### config.mk
export PLATFORM = sky130hd
export DESIGN_NAME = issue_unit
export DESIGN_NICKNAME = d
export VERILOG_FILES = /design/src/rtl/issue_unit_pkg.sv /design/src/rtl/issue_unit_reg_status_file.sv /design/src/rtl/issue_unit.sv
export SDC_FILE = /design/constraint.sdc
export NUM_CORES = 1
export LEC_CHECK = 0
export CAP_MARGIN = 20
export CORE_MARGIN = 4
export CORE_UTILIZATION = 35
export DETAILED_ROUTE_END_ITERATION = 8
export PLACE_DENSITY = 0.63
export SETUP_SLACK_MARGIN = 0.02
export SLEW_MARGIN = 5
export SYNTH_ARGS = -nofsm -noshare
export SYNTH_HDL_FRONTEND = slang
export SYNTH_SLANG_ARGS = --single-unit
### constraint.sdc
create_clock -name clk1 -period 2.33 [get_ports clk1]
set_clock_uncertainty 0.2 [all_clocks]
set_input_delay 0.3495 -clock clk1 [delete_from_list [all_inputs] [get_ports clk1]]
set_output_delay 0.3495 -clock clk1 [all_outputs]
set_load 0.01 [all_outputs]
### src/rtl/issue_unit_pkg.sv
// rtl/issue_unit_pkg.sv - shared widths, tag map, opcode and dispatch-op encodings
package issue_unit_pkg;

    localparam int DATA_W = 16;
    localparam int NREG   = 16;
    localparam int REG_W  = $clog2(NREG);
    localparam int N_ADD  = 3;
    localparam int N_MUL  = 2;
    localparam int TAG_W  = 3;

    localparam logic [TAG_W-1:0] TAG_NONE     = 3'd0;
    localparam logic [TAG_W-1:0] TAG_ADD_BASE = 3'd1;
    localparam logic [TAG_W-1:0] TAG_MUL_BASE = 3'd4;

    localparam logic [3:0] OPC_ADD = 4'h0;
    localparam logic [3:0] OPC_SUB = 4'h1;
    localparam logic [3:0] OPC_MUL = 4'h2;

    typedef enum logic [1:0] {
        OP_ADD = 2'b00,
        OP_SUB = 2'b01,
        OP_MUL = 2'b10
    } disp_op_e;

endpackage

### src/rtl/issue_unit_reg_status_file.sv
// rtl/issue_unit_reg_status_file.sv - architectural registers plus RAT with two read ports, rename write and CDB snoop
module issue_unit_reg_status_file
    import issue_unit_pkg::*;
(
    input  logic              clk1,
    input  logic              rst_n,
    input  logic [REG_W-1:0]  src_a,
    input  logic [REG_W-1:0]  src_b,
    output logic [DATA_W-1:0] val_a,
    output logic [TAG_W-1:0]  tag_a,
    output logic [DATA_W-1:0] val_b,
    output logic [TAG_W-1:0]  tag_b,
    input  logic              ren_en,
    input  logic [REG_W-1:0]  ren_idx,
    input  logic [TAG_W-1:0]  ren_tag,
    input  logic              cdb_valid,
    input  logic [TAG_W-1:0]  cdb_tag,
    input  logic [DATA_W-1:0] cdb_data
);

    logic [DATA_W-1:0] regs [NREG];
    logic [TAG_W-1:0]  rat  [NREG];

    // A source whose producer is broadcasting this cycle is taken straight off the CDB.
    always_comb begin
        val_a = regs[src_a];
        tag_a = rat[src_a];
        if (rat[src_a] != TAG_NONE) begin
            if (cdb_valid && cdb_tag == rat[src_a]) begin
                val_a = cdb_data;
                tag_a = TAG_NONE;
            end else begin
                val_a = '0;
            end
        end
        val_b = regs[src_b];
        tag_b = rat[src_b];
        if (rat[src_b] != TAG_NONE) begin
            if (cdb_valid && cdb_tag == rat[src_b]) begin
                val_b = cdb_data;
                tag_b = TAG_NONE;
            end else begin
                val_b = '0;
            end
        end
    end

    // The rename write comes after the snoop loop so a new tag on the same rd overrides the clear.
    always_ff @(posedge clk1 or negedge rst_n) begin
        if (!rst_n) begin
            for (int i = 0; i < NREG; i++) begin
                regs[i] <= DATA_W'(i);
                rat[i]  <= TAG_NONE;
            end
        end else begin
            for (int i = 0; i < NREG; i++) begin
                if (cdb_valid && cdb_tag != TAG_NONE && rat[i] == cdb_tag) begin
                    regs[i] <= cdb_data;
                    rat[i]  <= TAG_NONE;
                end
            end
            if (ren_en) begin
                rat[ren_idx] <= ren_tag;
            end
        end
    end

endmodule

### src/rtl/issue_unit.sv
// rtl/issue_unit.sv - decode, RS entry allocation, stall generation and registered dispatch
module issue_unit
    import issue_unit_pkg::*;
(
    input  logic              clk1,
    input  logic              rst_n,
    input  logic              inst_valid,
    input  logic [15:0]       instruction,
    input  logic [N_ADD-1:0]  rs_busy_add,
    input  logic [N_MUL-1:0]  rs_busy_mul,
    input  logic              cdb_valid,
    input  logic [TAG_W-1:0]  cdb_tag,
    input  logic [DATA_W-1:0] cdb_data,
    output logic              stall_bit,
    output logic              disp_valid,
    output logic [TAG_W-1:0]  disp_tag,
    output logic [1:0]        disp_op,
    output logic [DATA_W-1:0] disp_vj,
    output logic [DATA_W-1:0] disp_vk,
    output logic [TAG_W-1:0]  disp_qj,
    output logic [TAG_W-1:0]  disp_qk
);

    logic [3:0]       opcode;
    logic [REG_W-1:0] rs1, rs2, rd;
    logic             is_addsub, is_mul, legal;
    logic [N_ADD-1:0] pend_add, free_add;
    logic [N_MUL-1:0] pend_mul, free_mul;
    logic [TAG_W-1:0] alloc_tag;
    logic             class_free, issue;
    disp_op_e         op_next;

    logic [DATA_W-1:0] vj, vk;
    logic [TAG_W-1:0]  qj, qk;

    assign opcode = instruction[15:12];
    assign rs1    = instruction[11:8];
    assign rs2    = instruction[7:4];
    assign rd     = instruction[3:0];

    assign is_addsub = (opcode == OPC_ADD) || (opcode == OPC_SUB);
    assign is_mul    = (opcode == OPC_MUL);
    assign legal     = is_addsub || is_mul;

    // The RS only reports an entry busy a cycle after dispatch, so cover that gap locally.
    always_comb begin
        pend_add = '0;
        pend_mul = '0;
        for (int i = 0; i < N_ADD; i++)
            pend_add[i] = disp_valid && (disp_tag == TAG_ADD_BASE + TAG_W'(i));
        for (int i = 0; i < N_MUL; i++)
            pend_mul[i] = disp_valid && (disp_tag == TAG_MUL_BASE + TAG_W'(i));
    end

    assign free_add = ~(rs_busy_add | pend_add);
    assign free_mul = ~(rs_busy_mul | pend_mul);

    // Scan high to low so the lowest free index is the one left standing.
    always_comb begin
        alloc_tag = TAG_NONE;
        if (is_mul) begin
            for (int i = N_MUL - 1; i >= 0; i--)
                if (free_mul[i]) alloc_tag = TAG_MUL_BASE + TAG_W'(i);
        end else begin
            for (int i = N_ADD - 1; i >= 0; i--)
                if (free_add[i]) alloc_tag = TAG_ADD_BASE + TAG_W'(i);
        end
    end

    assign class_free = (alloc_tag != TAG_NONE);
    assign stall_bit  = inst_valid && legal && !class_free;
    assign issue      = inst_valid && legal && class_free;

    always_comb begin
        op_next = OP_ADD;
        case (opcode)
            OPC_SUB: op_next = OP_SUB;
            OPC_MUL: op_next = OP_MUL;
            default: op_next = OP_ADD;
        endcase
    end

    issue_unit_reg_status_file u_rsf (
        .clk1      (clk1),
        .rst_n     (rst_n),
        .src_a     (rs1),
        .src_b     (rs2),
        .val_a     (vj),
        .tag_a     (qj),
        .val_b     (vk),
        .tag_b     (qk),
        .ren_en    (issue),
        .ren_idx   (rd),
        .ren_tag   (alloc_tag),
        .cdb_valid (cdb_valid),
        .cdb_tag   (cdb_tag),
        .cdb_data  (cdb_data)
    );

    always_ff @(posedge clk1 or negedge rst_n) begin
        if (!rst_n) begin
            disp_valid <= 1'b0;
            disp_tag   <= TAG_NONE;
            disp_op    <= 2'b00;
            disp_vj    <= '0;
            disp_vk    <= '0;
            disp_qj    <= TAG_NONE;
            disp_qk    <= TAG_NONE;
        end else begin
            disp_valid <= issue;
            if (issue) begin
                disp_tag <= alloc_tag;
                disp_op  <= op_next;
                disp_vj  <= vj;
                disp_vk  <= vk;
                disp_qj  <= qj;
                disp_qk  <= qk;
            end
        end
    end

endmodule

After elaboration in Yosys (flattened, before gate mapping) --
Cells that the tools add are included.
Storage, ports and cells: register bits after elaboration 348, input bits 44, output and inout port bits 45, word-level logic and storage cells 158
Cells by class: order comparisons 4, equal/unequal tests 25, multiplexer cells 47, bitwise logic cells 7, reduce and logical (&&, ||, !) cells 36
Operator list (count):
- 16-bit binary-select mux with 4-bit select | 2
- 16-bit 2-to-1 mux | 8
- 3-bit 2-to-1 mux | 30
- 3-bit == test | 18
- 48-bit bitwise mux | 1
- 48-bit 2-to-1 mux | 1
- 1-bit logical AND | 28
- 3-bit binary-select mux with 4-bit select | 2
- 5-bit >= comparator, second input constant | 3
- 4-bit NOT with 5-bit output | 3
- 3-bit demux with 4-bit select | 1
- 3-bit nonzero test | 4
- 3-bit by 2-bit == test with 1-bit output, second input constant | 2
- 3-bit == test, second input constant | 2
- 5-bit by 1-bit < comparator with 1-bit output, second input constant | 1
- 4-bit by 1-bit == test with 1-bit output, second input constant | 1
- 4-bit by 2-bit == test with 1-bit output, second input constant | 1
- 4-bit zero test | 1
- 2-bit one-hot mux with 2 select lines | 1
- 3-bit by 1-bit == test with 1-bit output, second input constant | 1
- 3-bit NOT | 1
- 3-bit bitwise OR | 1
- 1-bit logical OR | 2
- 2-bit 2-to-1 mux | 1
- other kinds (3) | 3

Logic depth before layout (Yosys ltp) --
Gate-level depths: netlist of run 1.
depth after elaboration 11, gate-level depth with buffers 11, depth with buffers taken out 7

Modules after synthesis --
Synthesis of run 1 repeated with hierarchy kept, for this count alone.
Unflattened totals: cells, all modules 1311, area total of the unflattened synthesis 19391.1 µm²
By module, submodules not included:
- issue_unit_reg_status_file | times used 1, cells an instance 1193, area an instance 17409.2 µm², sequential area each 7647.3 µm²
- issue_unit | times used 1, cells an instance 118, area an instance 1981.9 µm², sequential area each 1101.1 µm²

Worst setup path after synthesis of run 1 --
Ideal clock, no wire load.
kind input to register, from input cdb_tag[1], to register u_rsf.regs[117] (netlist bit), library setup time 0.125 ns, arrival 2.498 ns, data required time 2.005 ns, setup slack -0.492 ns, stages 6, buffers on the path 3, path through buf_2 > buf_1 > xor2_1 > nor4_2 > buf_2 > mux2_2
Between the ends: word-level cells in the longest chain between the ends 3, elaborated cells on any way between the ends 4, those cells by class eq/ne: 1; reduce/logical: 3
Ends and longest elaborated chain:
- from (decl) | RTL line issue_unit.sv:12 | input logic [TAG_W-1:0] cdb_tag,
- 3-bit nonzero test | RTL line issue_unit_reg_status_file.sv:57 | if (cdb_valid && cdb_tag != TAG_NONE && rat[i] == cdb_tag) begin
- 1-bit logical AND | RTL line issue_unit_reg_status_file.sv:57
- 1-bit logical AND * | RTL line issue_unit_reg_status_file.sv:57
- to (signal, indexed assignment) | RTL line issue_unit_reg_status_file.sv:52 | regs[i] <= DATA_W'(i);
- to (signal, indexed assignment) | RTL line issue_unit_reg_status_file.sv:58 | regs[i] <= cdb_data;
- to (decl) | RTL line issue_unit_reg_status_file.sv:21 | logic [DATA_W-1:0] regs [NREG];
Mark *: on every way between the ends. The rest lies on a longest branch, timed or not. A chain may end at the register's enable or synchronous reset.

Final worst setup path of run 1 --
from register u_rsf.rat[38] (netlist bit), to register disp_qj[0]
Between the ends: word-level cells in the longest chain between the ends 7, elaborated cells on any way between the ends 8, those cells by class eq/ne: 1; mux: 5; reduce/logical: 2
Ends and longest elaborated chain:
- from (decl) | RTL line issue_unit_reg_status_file.sv:22 | logic [TAG_W-1:0] rat [NREG];
- from (signal, indexed assignment) | RTL line issue_unit_reg_status_file.sv:63 | rat[ren_idx] <= ren_tag;
- 3-bit binary-select mux with 4-bit select * | RTL line issue_unit_reg_status_file.sv:28, issue_unit_reg_status_file.sv:29
- 3-bit 2-to-1 mux (not written as such) * (2 in a row) | RTL line issue_unit_reg_status_file.sv:28, issue_unit_reg_status_file.sv:29
- 3-bit == test | RTL line issue_unit_reg_status_file.sv:29 | if (cdb_valid && cdb_tag == rat[src_a]) begin
- 1-bit logical AND | RTL line issue_unit_reg_status_file.sv:29
- 3-bit 2-to-1 mux | RTL line issue_unit_reg_status_file.sv:29
- 3-bit 2-to-1 mux * | RTL line issue_unit_reg_status_file.sv:28 | if (rat[src_a] != TAG_NONE) begin
- to (signal assigned) | RTL line issue_unit.sv:116 | disp_qj <= qj;
- to (decl) | RTL line issue_unit.sv:20 | output logic [TAG_W-1:0] disp_qj,
Mark *: on every way between the ends. The rest lies on a longest branch, timed or not. The select of a mux whose other input is x is not followed.

==> results of run 1 <==
==> cell families (layout without fill, tap and decap cells) <==
| logic type | Yosys count | after routing | synth area share |
|---|---|---|---|
| XOR/XNOR | 53 | 53 | 0.02417 |
| buffers and inverters | 133 | 407 | 0.03045 |
| AND/OR/NAND/NOR | 208 | 208 | 0.06718 |
| flip-flops | 348 | 348 | 0.4482 |
| AO/OA/AOI/OAI | 88 | 88 | 0.03064 |
| multiplexers | 511 | 511 | 0.3993 |
==> path summary, 6_finish.rpt <==
kind / from / end / slack, ns / depth (start not counted)
min in group clk1: disp_op[0] / disp_op[0] / 0.28 / 2
worst min register to register: disp_op[0] / disp_op[0] / 0.28 / 2
worst min-delay path: rst_n / u_rsf.rat[7] / 0.17 / 2
worst max register to register: u_rsf.rat[38] / disp_qj[0] / -0.33 / 8
max in group asynchronous: rst_n / u_rsf.regs[65] / 0.94 / 3
worst max-delay path: u_rsf.rat[38] / disp_qj[0] / -0.33 / 8
==> cells in the final DEF (no fill, tap or decap), types with 9 or more instances in the layout <==
master,instances
clkbuf_8,9
nand2b_1,53
nand4_1,37
buf_6,21
mux2i_1,60
dfrtp_1,316
nand2_1,18
mux2_2,257
clkdlybuf4s50_1,78
nand3_1,13
o31a_1,16
inv_1,18
a21oi_1,12
buf_12,49
nor2_1,22
o21ai_1,11
mux4_2,188
dfstp_2,32
clkbuf_16,44
nor4_4,16
buf_4,158
xor2_1,49
a21oi_2,18
==> per-layer routing <==
| layer | vias up | part of all wire |
|---|---|---|
| met4 | 2 | 0.033 |
| met5 | - | 0.00020 |
| met1 | 7432 | 0.42 |
| met3 | 131 | 0.068 |
| met2 | 551 | 0.48 |
| li1 | 5668 | - |
==> report_power, final <==
group	internal [W]	switching [W]	total [W]
registers	0.00785	0.00132	0.00917
clock network	0.00359	0.00253	0.00612
logic	0.00384	0.00238	0.00622
==> what timing repair did <==
item                                   4_1_cts  5_1_grt
gates resized for setup                     72       52
pin swaps                                   25       36
setup endpoints to repair                   87       93
endpoints found under the hold margin       55        0
setup buffers                               14        9
cloned                                       7        2
hold buffers                                 1        0
==> registers in the layout (all words and copies together) (netlist names) <==
register and count:
disp_tag 3, u_rsf.rat 48, disp_op 2, disp_qk 3
u_rsf.regs 256, disp_valid 1, disp_vk 16, disp_qj 3
disp_vj 16
==> metrics by stage <==
| stage | TNS, ns | utilization | hold WS [ns] | cells |
|---|---|---|---|---|
| CTS | -11.85 | 0.4527 | 0.2026 | 2354 |
| global route | -19.44 | 0.4574 | 0.2231 | 2363 |
| finish | -13.69 | 0.4574 | 0.1705 | 2363 |
| global placement | -102.20 | 0.4197 | 0.1813 | 2271 |
| floorplan | -4.655 | - | -0.1461 | 1341 |
| detailed placement | -107.79 | 0.4197 | 0.1813 | 2271 |
==> area by class of cell <==
| type | instances | share of cell area |
|---|---|---|
| repair buffers | 321 | 0.1362 |
| clock buffers | 56 | 0.04643 |
| inverters | 19 | 0.003122 |
| well taps | 748 | 0.03706 |
| repair inverters | 1 | 0.0002478 |
| clock inverters | 10 | 0.003270 |
| flip-flops and latches | 348 | 0.3465 |
| multi-input cells | 860 | 0.4272 |
==> flow_summary.toml, run 1 <==
[status]
status = "complete, but fails checks"
violations = "negative setup slack"

[logic_synthesis]
synth_warnings = 0
synth.top_cell.area_share = 0.4052
syn_inst = 1341
yosysMostFrequentCell = "dfrtp_1"
synth-seq-area-share = 0.4482
syn_nets = 1385
synthTopCellsByArea = "dfrtp_1, mux4_2, mux2_2, dfstp_2, mux2i_1"
synth_area_mm2 = 0.01952
syn_avg_cell_area_um2 = 14.55
synth_ff_type = "dfrtp_1"
synth_common_cells = "dfrtp_1, mux2_2, mux4_2"
ys_seq_elements = 348
synth_cell_types = 57
synth_edf_count = 0
synth_area_leader_cell = "dfrtp_1"
async_reset_ff_frac = 1.000

[drt]
drc_errors = 0
drt_iter0_drc = 1114
num_vias = 13784
vias_per_cell = 5.833
wl_mm = 63.84
dr.pass1.iters = 5
routedWlPerCell_um = 27.01
detail-route-antenna-nets = 0

[grt]
grt_busiest_layer = "met2"
grt_max_degree = 69
first_global_vias = 14328
grt.overflow.total = 0
grt_use_met2 = 0.3447
grtUsageMet1 = 0.2896
grtUsageTotal = 0.2124
grt_first_pass_wirelength_mm = 96.17
grt_use_met3 = 0.04287
antenna_found_initial = 2

[setup_path]
cp_data_required_time_ns = 2.56
critPathArrivalTime_ns = 2.88
cp_max_fo = 4
crit_top_cell = "buf_6"
crit_chain = "buf_6 > mux4_2 > mux2_4 > o2bb2ai_2 > o32a_4 > buf_6 > and2_4 > o31ai_2"
cp-start-kind = "flip-flop"
crit_path_end_kind = "flip-flop"
cp_slowest_cell = "mux4_2"
slowest_delay_ns = 0.52
crit_type = "reg2reg"
cp_top_family = "multiplexers"
critPathBufInv = 2

[floorplanning]
design.core.area_mm2 = 0.05520
die_w_um = 244.1
rows = 86
num_io_pins = 89
dieArea_mm2 = 0.05961
die_h_um = 244.1
initial_utilization = 0.3536

[clocking]
numCtsBuffers = 39
tritoncts = "done"
clock_latency_ns = 0.55
clkSinkCount = 348
clockBufferDepth = 3
h-tree-depth = 2
clockRootBuffer = "clkbuf_16"
clk_pin_slew_ns = 0.06

[sta]
fmax_mhz = 376.5
finalSetupViolCount = 85
rsz0062_at_grt = "yes"
fin_ws_ns = -0.3264
tightest_slew_ns = 0.7420
finalCritPeriodShare = 1.140
final_max_slew_viol_count = 0
finalHoldViolations = 0
slew_headroom = 0.5038
fin_crit_ns = 2.656

[power_and_ir_drop]
p_per_area_mw_per_mm2 = 851.9
vdd_ir_drop_max_mv = 0.4745
fin_total_pwr_w = 0.02151
leakage_nw = 10.33

[cells_and_area]
drive_gt1_frac = 0.5424
area_delta_synth_final_pct = 29.37
final_area_mm2 = 0.02525
fillCellCount = 4771
diodes = 0
multi_input_area_mm2 = 0.01079
layout.nets = 1634
regArea_mm2 = 0.008748

[place]
placement.io_buffers = 88
place_area_mm2 = 0.02317
pre_cts_ws_ns = -0.5837
gp_congestion = 0.8536
dp_hpwl_mm = 40.31

[hold_path]
hp-class = "in2async"

[run]
maxCapViolCount = 0
Note: power is estimated with default switching activity, not from simulation.
==> inputs of run 2 (changes only) <==
- CORE_ASPECT_RATIO: not set -> 1.2
==> run 2 against run 1 <==
The run still ends with negative setup slack left. Combinational power down 2%. Power is 2.9% higher. Final cell count decreased by 1.2%. First-iteration DRC count rose by 6.7%. Clock-buffer cell count up 6. Register-to-register slack better by 0.04 ns. Sequential cell count did not move. Fmax up 1.5%. Sequential share of layout area rose by 0.099 points. Cell area shrank 0.24%. Critical path type unchanged. Largest cell class unchanged. Largest power group unchanged. Highest routed layer is now met4.
==> flow_summary.toml, run 2 (synthesis gave the netlist of run 1 again) <==
[place]
place_area_mm2 = 0.02311
gp_congestion = 0.8715
dp_hpwl_mm = 40.50
pre_cts_ws_ns = -0.7725
placement.io_buffers = 88

[status]
status = "complete, but fails checks"
violations = "negative setup slack"

[sta]
slew_headroom = 0.4962
finalCritPeriodShare = 1.124
finalSetupViolCount = 86
rsz0062_at_grt = "yes"
finalHoldViolations = 0
fmax_mhz = 382.0
fin_crit_ns = 2.618
tightest_slew_ns = 0.7533
fin_ws_ns = -0.2879
final_max_slew_viol_count = 0
tns_ns = -16.65

[grt]
grtUsageMet1 = 0.2772
antenna_found_initial = 3
grt_busiest_layer = "met2"
grt_first_pass_wirelength_mm = 94.76
grt.overflow.total = 0
first_global_vias = 14521
grt_max_degree = 76
grt_use_met3 = 0.03212
grtUsageTotal = 0.2106
grt_use_met2 = 0.3615

[drt]
num_vias = 13590
wl_mm = 62.77
vias_per_cell = 5.820
detail-route-antenna-nets = 0
routedWlPerCell_um = 26.88
dr.pass1.iters = 5
drc_errors = 0
drt_iter0_drc = 1189

[setup_path]
cp_top_family = "simple AND/OR/NAND/NOR gates"
cp-start-kind = "flip-flop"
worstRegToRegCells = 10
crit_chain = "and3b_2 > mux2_4 > buf_4 > o221ai_4 > and3_4 > buf_4 > buf_8 > a211oi_1 > buf_4 > a22o_1"
worstReg2RegStart = "disp_tag[1]"
r2r_slack_ns = -0.29
crit_top_cell = "buf_4"
path_depth = 10
cp_max_fo = 6
critPathArrivalTime_ns = 2.87
cp_data_required_time_ns = 2.58
slowest_delay_ns = 0.44
critPathBufInv = 4
crit_type = "reg2reg"
cp-endpoint = "disp_qk[2]"
crit_path_end_kind = "flip-flop"
rr_endpoint = "disp_qk[2]"
cp_slowest_cell = "dfrtp_2"
crit_start = "disp_tag[1]"

[cells_and_area]
reg_top3 = "u_rsf.regs: 256 flops, u_rsf.rat: 48 flops"
final_common_cell = "dfrtp_1"
drive_gt1_frac = 0.5251
regMostFlops = "u_rsf.regs"
fin_util = 0.4576
multi_input_area_mm2 = 0.01063
regArea_mm2 = 0.008752
layout.nets = 1626
largest_reg_flops = 256
fillCellCount = 4888
final_cell_mix = "dfrtp_1, mux2_2, mux4_2, buf_4, clkdlybuf4s50_1"
final_area_mm2 = 0.02519
area_delta_synth_final_pct = 29.06

[clocking]
h-tree-depth = 2
clock_latency_ns = 0.57
clockRootBuffer = "clkbuf_16"
numCtsBuffers = 41
clk_pin_slew_ns = 0.06
clkSinkCount = 348
clockBufferDepth = 3
tritoncts = "done"

[power_and_ir_drop]
leakage_nw = 10.35
vdd_ir_drop_max_mv = 0.6535
p_per_area_mw_per_mm2 = 878.7

[hold_path]
hp-class = "in2async"

[floorplanning]
dieArea_mm2 = 0.05962
design.core.area_mm2 = 0.05504
die_w_um = 223.6
initial_utilization = 0.3546
die_h_um = 266.7
num_io_pins = 89
rows = 94

[run]
maxCapViolCount = 0
## run 2: metal layers
metal	part of all wire	vias to the layer above
met5	0	-
li1	-	5671
met4	0.034	0
met2	0.50	442
met1	0.40	7338
met3	0.059	139
## run 2: through the flow
stage	instances	hold slack [ns]	power, W
floorplan	1341	-0.1461	0.01278
global placement	2237	0.08153	0.01486
detailed placement	2237	0.08356	0.01515
CTS	2327	0.1077	0.02223
global route	2333	0.1282	0.02311
finish	2335	0.1017	0.02213
## run 2: repair_timing
item,4_1_cts,5_1_grt
resized for setup,64,23
cloned,5,0
pin swaps,16,11
hold buffers,1,0
endpoints found under the setup margin,87,94
hold endpoints to repair,316,0
buffers inserted,16,6
## run 2: power breakdown
part	switching, W	internal (W)
Sequential	0.00127	0.00785
Clock	0.00271	0.00418
Combinational	0.00231	0.00381
Total	0.00629	0.0158
## run 2: cell type report
type                    count  share of cell area
diodes                      2           0.0001987
well taps                 720             0.03576
repair buffers            312              0.1338
flip-flops and latches    348              0.3475
clock inverters            12            0.007550
multi-input cells         860              0.4221
inverters                  19            0.003328
clock buffers              62             0.04987
## run 2: worst min path at each step
stage               startpoint             to
global placement         rst_n  u_rsf.rat[42]
floorplan                rst_n     disp_op[0]
detailed placement       rst_n  u_rsf.rat[42]
global route             rst_n  u_rsf.rat[32]
finish                   rst_n  u_rsf.rat[38]
CTS                      rst_n  u_rsf.rat[42]
